$ cat config.mk
export PLATFORM = sky130hd
export DESIGN_NAME = mux_arb
export DESIGN_NICKNAME = d
export VERILOG_FILES = /design/src/rtl/mux_pkg.sv /design/src/rtl/mux_arb_mux2.sv /design/src/rtl/mux_arb.sv
export SDC_FILE = /design/constraint.sdc
export NUM_CORES = 1
export LEC_CHECK = 0
export ABC_AREA = 1
export CAP_MARGIN = 20
export CORE_MARGIN = 4
export CORE_UTILIZATION = 44
export DETAILED_ROUTE_END_ITERATION = 16
export PLACE_DENSITY = 0.89
export SYNTH_ARGS = -nofsm -noshare
export SYNTH_HDL_FRONTEND = slang
export SYNTH_SLANG_ARGS = --single-unit
export TNS_END_PERCENT = 20
$ cat constraint.sdc
create_clock -name clk -period 2.4 [get_ports clk]
set_input_delay 0.36 -clock clk [delete_from_list [all_inputs] [get_ports clk]]
set_output_delay 0.36 -clock clk [all_outputs]
set_load 0.005 [all_outputs]
$ cat src/rtl/mux_pkg.sv
// Shared types and constants for the two-source burst arbiter.
package mux_pkg;
  localparam int WIDTH_DEF = 8;

  localparam logic SEL_A = 1'b0;
  localparam logic SEL_B = 1'b1;

  typedef enum logic [1:0] {
    IDLE   = 2'd0,
    LOCK_A = 2'd1,
    LOCK_B = 2'd2
  } arb_state_t;
endpackage

$ cat src/rtl/mux_arb_mux2.sv
// Single-bit 2:1 mux, Z = ~S ? A : B.
module mux_arb_mux2 (
  input  logic a_i,
  input  logic b_i,
  input  logic s_i,
  output logic z_o
);
  assign z_o = ~s_i ? a_i : b_i;
endmodule

$ cat src/rtl/mux_arb.sv
// Two-source burst arbiter: round-robin on ties, locks onto a source until its
// last beat, and feeds one registered output stage.
module mux_arb
  import mux_pkg::*;
#(
  parameter int WIDTH = WIDTH_DEF
) (
  input  logic             clk,
  input  logic             rst_n,
  input  logic             a_valid,
  input  logic [WIDTH-1:0] a_data,
  input  logic             a_last,
  output logic             a_ready,
  input  logic             b_valid,
  input  logic [WIDTH-1:0] b_data,
  input  logic             b_last,
  output logic             b_ready,
  output logic             s,
  output logic             z_valid,
  output logic [WIDTH-1:0] z_data,
  output logic             z_src,
  input  logic             z_ready
);

  arb_state_t       state_q, state_d;
  logic             last_grant_q, last_grant_d;
  logic             z_valid_q, z_valid_d;
  logic [WIDTH-1:0] z_data_q, z_data_d;
  logic             z_src_q, z_src_d;

  logic             s_sel;
  logic             load;
  logic             xfer;
  logic             xfer_last;
  logic [WIDTH-1:0] mux_z;

  // Grant select; reset forces B so the reset-time view is fixed regardless of inputs.
  always_comb begin
    s_sel = last_grant_q;
    unique case (state_q)
      IDLE: begin
        if (a_valid && !b_valid)      s_sel = SEL_A;
        else if (!a_valid && b_valid) s_sel = SEL_B;
        else if (a_valid && b_valid)  s_sel = ~last_grant_q;
        else                          s_sel = last_grant_q;
      end
      LOCK_A:  s_sel = SEL_A;
      LOCK_B:  s_sel = SEL_B;
      default: s_sel = last_grant_q;
    endcase
    if (!rst_n) s_sel = SEL_B;
  end

  assign load      = !z_valid_q || z_ready;
  assign a_ready   = rst_n && load && a_valid && (s_sel == SEL_A);
  assign b_ready   = rst_n && load && b_valid && (s_sel == SEL_B);
  assign xfer      = a_ready || b_ready;
  assign xfer_last = (s_sel == SEL_B) ? b_last : a_last;
  assign s         = s_sel;

  genvar gi;
  generate
    for (gi = 0; gi < WIDTH; gi++) begin : g_mux
      mux_arb_mux2 u_mux (
        .a_i (a_data[gi]),
        .b_i (b_data[gi]),
        .s_i (s_sel),
        .z_o (mux_z[gi])
      );
    end
  endgenerate

  always_comb begin
    state_d      = state_q;
    last_grant_d = last_grant_q;
    unique case (state_q)
      IDLE: begin
        if (xfer) begin
          last_grant_d = s_sel;
          if (!xfer_last) state_d = (s_sel == SEL_B) ? LOCK_B : LOCK_A;
        end
      end
      LOCK_A, LOCK_B: begin
        if (xfer && xfer_last) state_d = IDLE;
      end
      default: state_d = IDLE;
    endcase
  end

  // Output stage: refills in the same cycle it drains, so bursts stream without bubbles.
  always_comb begin
    z_valid_d = z_valid_q;
    z_data_d  = z_data_q;
    z_src_d   = z_src_q;
    if (load) begin
      z_valid_d = xfer;
      if (xfer) begin
        z_data_d = mux_z;
        z_src_d  = s_sel;
      end
    end
  end

  always_ff @(posedge clk or negedge rst_n) begin
    if (!rst_n) begin
      state_q      <= IDLE;
      last_grant_q <= 1'b1;
      z_valid_q    <= 1'b0;
      z_data_q     <= '0;
      z_src_q      <= 1'b0;
    end else begin
      state_q      <= state_d;
      last_grant_q <= last_grant_d;
      z_valid_q    <= z_valid_d;
      z_data_q     <= z_data_d;
      z_src_q      <= z_src_d;
    end
  end

  assign z_valid = z_valid_q;
  assign z_data  = z_data_q;
  assign z_src   = z_src_q;

endmodule

==> flow_summary.ini <==
[yosys]
ys_top_cells_by_area = dfrtp_1, nand2_1, a31oi_2
ys_ff_latch = 13
yosysSeqAreaShare_pct = 38.61
syn-num-nets = 131
syn_area_per_cell_um2 = 8.055
synth.distinct_cells = 19
syn-cell-area_um2 = 845.8
netlist.area_leader.share_pct = 35.50
synthCells = 105
yosys_warnings = 0
synth.largest_area_cell = dfrtp_1

[finish]
final_core_util_pct = 71.79
layout_commonest_cell = clkdlybuf4s50_1
fillers = 139
layout.nets = 173
antenna_cells = 0
regArea_um2 = 326.6
area_growth_pct = 51.33
multi_input_area_um2 = 449.2
drive_gt1_share_pct = 21.92
final_cell_mix = clkdlybuf4s50_1, nand2_1, inv_1, nor2_1, dfrtp_1
design_area_um2 = 1280

[worst_setup_path]
path_class = reg2out
path_cells = inv_1 -> ha_4 -> nand3_1 -> nand2_1 -> nand2_2 -> nand3_4 -> nand2_2 -> inv_1 -> clkdlybuf4s50_1
startpoint = state_q[1]$_DFFE_PN0P_
critical_path.max_stage_delay_ns = 0.48
path_buf_inv = 3
critPathArrivalTime_ns = 1.88
endpoint_kind = primary output
critPathMaxFanout = 4
r2r-start = state_q[1]$_DFFE_PN0P_
worst_setup_path_start_kind = register
critPathTopFamily = buffers and inverters
required_ns = 2.04
cp_slowest_cell = clkdlybuf4s50_1

[floorplan]
start_util_pct = 47.44
ios = 36
core_area_um2 = 1783
die_y_um = 51.85
dieArea_um2 = 2688
chipWidth_um = 51.85
core.rowCount = 15

[route]
drt_iter0_drc = 5
drc = 0
num_vias = 809
top_layer_used = met4
wl_per_cell_um = 12.64
wl_met2_um = 1198
routed_wirelength_um = 2161
first_pass_iters = 4
wl_met3_um = 68
viasPerCell = 4.731
antenna_left = 0
wl_met1_um = 877

[pwr]
leakage_uw = 0.0005981
power_density_nw_per_um2 = 1089
ir_drop_mv = 0.5901
p_total_uw = 1394

[global_routing]
grt_pass1_vias = 824
grt_max_degree = 18
grt_overflow = 0
grt_usage_pct = 18.29
antenna_found_initial = 0
grt_pass1_wl_um = 3760

[cts]
cts_tree = built
cts_root_buffer = clkbuf_4
hold_buffers = 0
path_clk_slew_ns = 0.08
numCtsBuffers = 3
htree_levels = 1
clock_latency_ns = 0.27
cts.sinks = 13
clk_path_buf_depth = 2

[timing]
setup_viol = 0
hold_viol_final = 0
relSlewSlack_pct = 82.85
period_share_pct = 93.33
clock_skew_ns = 0.001916
fmax_mhz = 446.5
max_slew.worst_pin.slew_ns = 0.2557
fin_crit_ns = 2.240
drv_slew = 0

[place]
io_buffers = 35
dpl.hpwl_um = 1743
gp_congestion = 0.8559
place_area_um2 = 1221

[job]
cap_violations = 0

[min_path]
holdCritPathClass = in2async

[run_status]
status = complete, no violations
==> report_power, final <==
part	internal [uW]	switching [uW]	total, uW	leakage (uW)
Clock	64.3	69.4	134	0.0000150
Sequential	332	68.8	401	0.000148
Combinational	419	440	859	0.000435
==> state kept, by name (all words and copies together), names as in the netlist <==
name / count
last_grant_q: 1
z_src: 1
z_data: 8
z_valid: 1
state_q: 2
==> cell families after synthesis <==
group / after synthesis / share of synthesized area, %
AND/OR/NAND/NOR: 59 / 31.07
buffers and inverters: 18 / 10.95
flip-flops: 13 / 38.61
AO/OA/AOI/OAI: 12 / 14.94
adder cells (fa/ha/maj): 3 / 4.438
==> Yosys cell counts <==
cell	number
ha_1	3
clkinv_1	1
nand3_1	6
buf_2	1
buf_12	1
dfrtp_1	12
nand2_2	6
nor2_2	2
a31oi_2	8
inv_2	1
a21boi_2	1
nand3_4	1
nand2_1	31
buf_6	1
o21ai_1	1
nor2_1	13
inv_1	13
o21ai_0	2
dfstp_2	1
==> per-layer routing <==
metal  vias up  track usage, %
met5         -               0
met4         0           4.367
met3         2           2.579
met2        22           32.85
met1       373           22.72
li1        412               -
==> area by class of cell <==
cell class / count / area share, %
Multi-Input combinational cell: 74 / 35.09
Tap cell: 25 / 2.444
Clock buffer: 4 / 2.053
Inverter: 15 / 4.399
Sequential cell: 13 / 25.51
Timing Repair Buffer: 40 / 30.50
==> what timing repair did <==
item                       4_1_cts  5_1_grt
gates resized for setup          0        6
setup buffers                    0        1
setup endpoints to repair        0        3
==> final timing paths <==
kind,to,slack (ns),cells after the start
max,b_ready,0.16,9
max reg2reg,state_q[1]$_DFFE_PN0P_,0.53,11
min in group clk,z_src$_DFFE_PN0P_,0.51,2
min,state_q[1]$_DFFE_PN0P_,0.46,2
max in group asynchronous,last_grant_q$_DFFE_PN1P_,1.74,2
min reg2reg,z_src$_DFFE_PN0P_,0.51,2
==> per-stage QoR <==
stage	setup TNS [ns]	instances	hold WS [ns]	worst slack [ns]
5_1_grt	-0.001392	171	0.4764	-0.001392
2_1_floorplan	0	105	0.06441	0.8046
3_5_place_dp	0	166	0.5000	0.1519
3_3_place_gp	0	166	0.4882	0.2158
4_1_cts	0	170	0.4504	0.008255
6_report	0	171	0.4614	0.1602
Note: power is estimated with default switching activity, not from simulation.
